## config.mk

```make
export PLATFORM = sky130hd
export DESIGN_NAME = alu_issue
export DESIGN_NICKNAME = d
export VERILOG_FILES = /design/src/rtl/alu_issue.sv
export SDC_FILE = /design/constraint.sdc
export NUM_CORES = 1
export LEC_CHECK = 0
export ABC_AREA = 1
export CAP_MARGIN = 10
export CORE_ASPECT_RATIO = 1.4
export CORE_UTILIZATION = 56
export CTS_BUF_LIST = sky130_fd_sc_hd__clkbuf_4 sky130_fd_sc_hd__clkbuf_8
export CTS_CLUSTER_DIAMETER = 80
export DETAILED_ROUTE_END_ITERATION = 8
export HOLD_SLACK_MARGIN = 0.15
export PLACE_DENSITY_LB_ADDON = 0.15
export REMOVE_ABC_BUFFERS = 1
export SYNTH_ARGS = -nofsm -noshare
export SYNTH_HDL_FRONTEND = slang
export SYNTH_SLANG_ARGS = --single-unit
```

## constraint.sdc

```tcl
create_clock -name clk -period 2.9 [get_ports clk]
set_input_delay 0.58 -clock clk [delete_from_list [all_inputs] [get_ports clk]]
set_output_delay 0.58 -clock clk [all_outputs]
set_load 0.01 [all_outputs]
```

## src/rtl/alu_issue.sv

```systemverilog
// alu_issue: command FIFO that feeds an alu from registers (alu_*), captures its result for a res_* handshake and keeps an accumulator (acc_q) that commands can chain from. Commands enter on cmd_*; fifo_count reports FIFO occupancy.
module alu_issue #(
  parameter int N = 8,
  parameter int DEPTH = 4
) (
  input  logic                         clk,
  input  logic                         reset,
  input  logic                         cmd_valid,
  output logic                         cmd_ready,
  input  logic [N-1:0]                 cmd_in0,
  input  logic [N-1:0]                 cmd_in1,
  input  logic [3:0]                   cmd_op,
  input  logic                         cmd_acc,
  output logic [N-1:0]                 alu_in0,
  output logic [N-1:0]                 alu_in1,
  output logic [3:0]                   alu_op,
  input  logic [N-1:0]                 alu_out,
  output logic                         res_valid,
  input  logic                         res_ready,
  output logic [N-1:0]                 res_data,
  output logic [3:0]                   res_op,
  output logic [N-1:0]                 acc_q,
  output logic [$clog2(DEPTH+1)-1:0]   fifo_count
);
  localparam int AW = $clog2(DEPTH);
  localparam int CW = $clog2(DEPTH+1);
  localparam int EW = 2*N+5;
  typedef enum logic [1:0] {IDLE, ISSUE, HOLD} state_t;
  state_t state;
  logic [EW-1:0] mem [DEPTH];
  logic [AW-1:0] wptr, rptr;
  logic [EW-1:0] head;
  logic push, pop;
  assign cmd_ready = !reset && fifo_count != CW'(DEPTH);
  assign push = cmd_valid && cmd_ready;
  assign pop = fifo_count != '0 && (state == IDLE || (state == HOLD && res_ready));
  assign head = mem[rptr];
  always_ff @(posedge clk)
    if (push) mem[wptr] <= {cmd_in0, cmd_in1, cmd_op, cmd_acc};
  always_ff @(posedge clk) begin
    if (reset) begin
      state <= IDLE;
      wptr <= '0;
      rptr <= '0;
      fifo_count <= '0;
      alu_in0 <= '0;
      alu_in1 <= '0;
      alu_op <= '0;
      res_valid <= 1'b0;
      res_data <= '0;
      res_op <= '0;
      acc_q <= '0;
    end else begin
      if (push) wptr <= wptr + AW'(1);
      if (pop) rptr <= rptr + AW'(1);
      fifo_count <= fifo_count + CW'(push) - CW'(pop);
      if (pop) begin
        alu_in0 <= head[0] ? acc_q : head[EW-1 -: N];
        alu_in1 <= head[N+4 -: N];
        alu_op <= head[4:1];
      end
      unique case (state)
        IDLE: state <= pop ? ISSUE : IDLE;
        ISSUE: begin
          res_data <= alu_out;
          res_op <= alu_op;
          acc_q <= alu_out;
          res_valid <= 1'b1;
          state <= HOLD;
        end
        HOLD: if (res_ready) begin
          res_valid <= 1'b0;
          state <= pop ? ISSUE : IDLE;
        end
        default: state <= IDLE;
      endcase
    end
  end
endmodule

```

# After elaboration in Yosys (flattened, before gate mapping)
# Memory sizes are Yosys's and may differ from the RTL's. A register that Yosys moved wholly into a read port is not among the register bits.
# Cells that the tools add are included.
totals:
  in_bits: 33
  mem_bits_rw: 84
  output_inout_bits: 45
  regBits: 42
  n_memories: 1
classes:
  add_sub_neg: 4
  eq_ne: 4
  reduce_logical: 10
  mux: 10
memory_table:
  columns: ["memory", "depth", "word_bits", "rd", "rd_clocked_by_memory_dff", "write_ports", "line_no", "source"]
  rows:
  - ["mem", 4, 21, 1, 1, 1, "30", "logic [EW-1:0] mem [DEPTH];"]
ops:
  columns: ["op", "n"]
  rows:
  - ["two-way mux 8 bit", 1]
  - ["two-way mux 2 bit", 3]
  - ["case mux 2 bit (3 select lines)", 1]
  - ["adder 2 x 1 -> 2 bit, second input constant", 2]
  - ["logical AND 1 bit", 4]
  - ["two-way mux 1 bit", 4]
  - ["adder 3 x 1 -> 3 bit", 1]
  - ["!= test 3 bit, second input constant", 1]
  - ["nonzero test 3 bit", 1]
  - ["subtractor 3 x 1 -> 3 bit", 1]
  - ["equality test 2 x 1 -> 1 bit, second input constant", 1]
  - ["equality test 2 bit, second input constant", 1]
  - ["zero test 2 bit", 1]
  - ["!= test 2 bit, second input constant", 1]
  - ["case mux 1 bit (2 select lines)", 1]
  - ["AND reduction 2 bit", 1]
  - ["nonzero test 2 bit", 1]
  - ["zero test 1 bit", 1]
  - ["logical OR 1 bit", 1]

# Longest topological paths before layout
depth:
  ltp_word: 7
  ltp_mapped: 11
  depth_no_buf: 10

# Least setup slack after synthesis
# Ideal clock, no wire load.
synth_path:
  path_kind: "input to register"
  start: "input reset"
  end: "memory mem[0][0] (netlist bit) (enable)"
  path_slack_ns: 0.624
  stages: 4
  required_time_ns: 2.501
  arrival_time_ns: 1.877
  cell_sequence: "buf_6 > inv_2 > nand3_2 > nor2_1"
synth_between:
  elab_chain_cells: 5
synth_rtl:
  columns: ["item", "line_no", "source"]
  rows:
  - ["start: declaration", "7", "input logic reset,"]
  - ["zero test 1 bit", "34", "assign cmd_ready = !reset && fifo_count != CW'(DEPTH);"]
  - ["logical AND 1 bit", "34", null]
  - ["logical AND 1 bit", "35", "assign push = cmd_valid && cmd_ready;"]
  - ["two-way mux 1 bit", "39", "if (push) mem[wptr] <= {cmd_in0, cmd_in1, cmd_op, cmd_acc};"]
  - ["two-way mux 1 bit (not written as such)", "39", null]
  - ["end: declaration", "30", null]
# Every way passes these cells.

# Worst setup path after layout
layout_path:
  start: "input reset"
  end: "output cmd_ready"
layout_between:
  elab_chain_cells: 2
layout_rtl:
  columns: ["item", "line_no", "source"]
  rows:
  - ["zero test 1 bit", "34", null]
  - ["logical AND 1 bit", "34", null]
  - ["end: declaration", "9", "output logic cmd_ready,"]
# Every way passes these cells.

==> summary.txt <==
Timing
  – Final worst slack: 0.4840 ns
  – Final Hold Vio Count: 0
  – Fin Setup TNS: 0 ns
  – Period utilisation layout: 83.31%
  – Final Max Slew Viols: 0
  – FMAX: 413.9 MHz
  – Min Hold Slack: approximately 0.47 ns
  – Tmin final: 2.416 ns
  – RSZ-0062 raised after global routing: no
  – Clk_skew: between 0.009 and 0.01 ns
  – Slew headroom: roughly three fifths
  – # setup viols final: 0
  – Worst-margin pin slew: 0.5876 ns

Layout
  – ANT cells: 0
  – Final core utilization: 72.11%
  – Multi-input gate area: 0.001406 mm^2
  – Post-layout nets: 599
  – Layout cells sized above 1: 10.65%
  – Synthesis-to-finish area growth: 23.14%
  – Register cell area after layout: 0.003403 mm^2
  – Fillers: 642

Clocking
  – Setup Fix Bufs, Post-CTS: 0
  – Clk buf depth: 2
  – Hold buffer count at cts: 0
  – Max H-tree Level: 4
  – CTS buffer count: 17
  – Clock latency at the later pin of the worst-skew pair: 0.43 ns
  – Root Buffer: clkbuf_8
  – TritonCTS Sinks: 128
  – Clk pin slew, worst setup/hold paths: ~0.06 ns
  – Post-cts repair resize count: 0
  – CTS tree: done

Synthesis
  – Register area share after synthesis: 66.73%
  – Post-synthesis cell area: 0.005100 mm^2
  – Yosys warns: 0
  – Avg Cell Area, Syn: 10.56 um^2
  – Synth cell types: 28
  – Flops & latches, synth: 128
  – Cells after synthesis: slightly below 500

Flow run
  – Max Cap Viol: 0

Floorplan
  – Die H: between 100 and 150 um
  – IO Pins: between 70 and 80
  – CORE AREA: 0.008708 mm^2
  – Row Count: 40
  – Die Area: 0.009498 mm^2
  – Initial Util: 58.56%
  – Die W: a little over 80 um

Drt
  – Wire per inst: between 10 and 15 um
  – Post-route ant nets: 0
  – First drt pass iteration count: 4
  – Initial drt markers: 159
  – Avg Vias per Cell: 5.265
  – Detailed-route DRC error count: 0
  – Vias: 3570
  – Total Wirelength: 9881 um

Power
  – Static Leakage: 2.361 nW
  – Power Total: roughly 6 mW
  – Pwr per Cell Area: between 900 and 1000 mW/mm^2
  – VDD IR-drop max: 611.8 uV

Setup path
  – Kind of critical path: in -> out
  – Critical R2R Launch: fifo_count[1]$_SDFF_PP0_
  – Required time of the critical path: 2.32 ns
  – Worst Path Arrival: 1.84 ns
  – RR Endpoint: fifo_count[2]$_SDFF_PP0_
  – Crit. End Element: output port
  – Worst Setup Start Kind: primary input
  – FF-to-FF setup slack: 0.92 ns
  – Maximum fanout along the worst path: 5
  – Worst r2r path cells: 10

Min path
  – Hold Crit Start: alu_op[2]$_SDFFE_PP0P_
  – Worst Hold Depth: 2
  – Worst hold path class: reg -> reg
  – Worst hold endpoint: res_op[2]$_SDFFE_PP0P_

Global route
  – Initial antenna violation count: 0
  – GRT Overall Usage: a little under a quarter
  – Number of global-route vias before repair: 3443
  – Largest net degree at the start of global routing: 44
  – Gr ovfl total: 0
  – First-pass GRT wire length: 15770 um

Place
  – IO buf count: 77
  – GP Congestion: 0.7478
  – Hpwl dp: slightly above 6000 um
  – Pre-CTS worst setup slack: 0.3209 ns

Outcome
  – Status: completed
-- cell type report --
| class | instances | area share (%) |
|---|---|---|
| well taps | 105 | 2.092 |
| flip-flops and latches | 128 | 54.19 |
| multi-input cells | 303 | 22.39 |
| inverters | 22 | 1.395 |
| clock buffers | 25 | 4.981 |
| clock inverters | 7 | 1.355 |
| repair buffers | 88 | 13.59 |
-- layer usage --
metal | share of wire [%] | global-route usage [%] | up-vias
met5 | 0 | 0 | -
met4 | 1.4 | 9.080 | 0
met3 | 5.2 | 7.937 | 14
met2 | 53 | 38.36 | 92
met1 | 41 | 26.89 | 1690
li1 | - | - | 1774
-- sequential cells by signal, summed over array words and instances, names as in the netlist, 3 cells and up, named ones only --
register / count
alu_in1: 8
alu_op: 4
acc_q: 8
mem: 84
alu_in0: 8
res_op: 4
fifo_count: 3
-- cell usage in the layout, fill, tap and decap left out --
cell               n
a211oi_1           1
a21oi_1            9
a21oi_2            1
buf_4             11
bufinv_16          2
clkbuf_4           5
clkbuf_8          20
clkdlybuf4s50_1   77
clkinv_1           2
clkinv_2           2
clkinvlp_4         1
dfxtp_1           44
edfxtp_1          84
fa_1               1
ha_1               5
inv_1             18
inv_2              2
inv_4              2
nand2_1           61
nand2_2            6
nand2_4            1
nand3_1           27
nand3_2            2
nor2_1           109
nor2_2             4
nor2_4             1
nor3_1             1
o21ai_0           56
o21ai_1           15
or2_2              1
xor2_1             2
-- worst max-delay path: stages --
cell and delay [ns]:
clkdlybuf4s50_1 0.50, a21oi_1 0.20, clkdlybuf4s50_1 0.56
-- power breakdown --
part           internal, mW  switching [mW]  total [mW]  leakage (nW)
sequential             2.24           0.196        2.44          1.13
combinational         0.936            1.29        2.23          1.03
clock                 0.871           0.623        1.49         0.206
-- per-stage QoR --
| stage | instances | area (um^2) |
|---|---|---|
| 6_report | 678 | 6280 |
| 3_5_place_dp | 646 | 5882 |
| 3_3_place_gp | 646 | 5882 |
| 5_1_grt | 678 | 6280 |
| 4_1_cts | 678 | 6280 |
| 2_1_floorplan | 453 | 4887 |
-- Yosys cell counts, drive strengths merged --
| cell type | instances | area (um^2) |
|---|---|---|
| nor2 | 114 | 435.4 |
| edfxtp | 84 | 2522 |
| o21ai | 71 | 355.3 |
| nand2 | 68 | 277.8 |
| dfxtp | 44 | 880.8 |
| nand3 | 29 | 155.2 |
| buf | 27 | 200.2 |
| inv | 22 | 87.58 |
| a21oi | 10 | 53.80 |
| ha | 5 | 62.56 |
| clkbuf | 3 | 12.51 |
| xor2 | 2 | 17.52 |
| a211oi | 1 | 7.510 |
| fa | 1 | 20.02 |
| nor3 | 1 | 5.000 |
| or2 | 1 | 6.260 |
-- kinds of logic (layout without fill, tap and decap cells) --
| family | count (synthesis) | in the layout | share of synthesized area, % |
|---|---|---|---|
| buf+inv | 52 | 142 | 5.888 |
| compound gates | 82 | 82 | 8.170 |
| flops | 128 | 128 | 66.73 |
| fa+ha+maj | 6 | 6 | 1.619 |
| xor+xnor | 2 | 2 | 0.3435 |
| simple gates | 213 | 213 | 17.25 |
-- worst max-delay path by stage --
stage / from / endpoint / slack [ns] / cells after the start
6_report: reset / cmd_ready / 0.48 / 3
5_1_grt: reset / cmd_ready / 0.40 / 3
3_5_place_dp: res_ready / fifo_count[2]$_SDFF_PP0_ / 0.32 / 10
2_1_floorplan: reset / mem[0][0]$_DFFE_PP_ / 0.54 / 3
3_3_place_gp: res_ready / fifo_count[2]$_SDFF_PP0_ / 0.37 / 10
4_1_cts: reset / cmd_ready / 0.48 / 3
(Power assumes the default switching activity.)
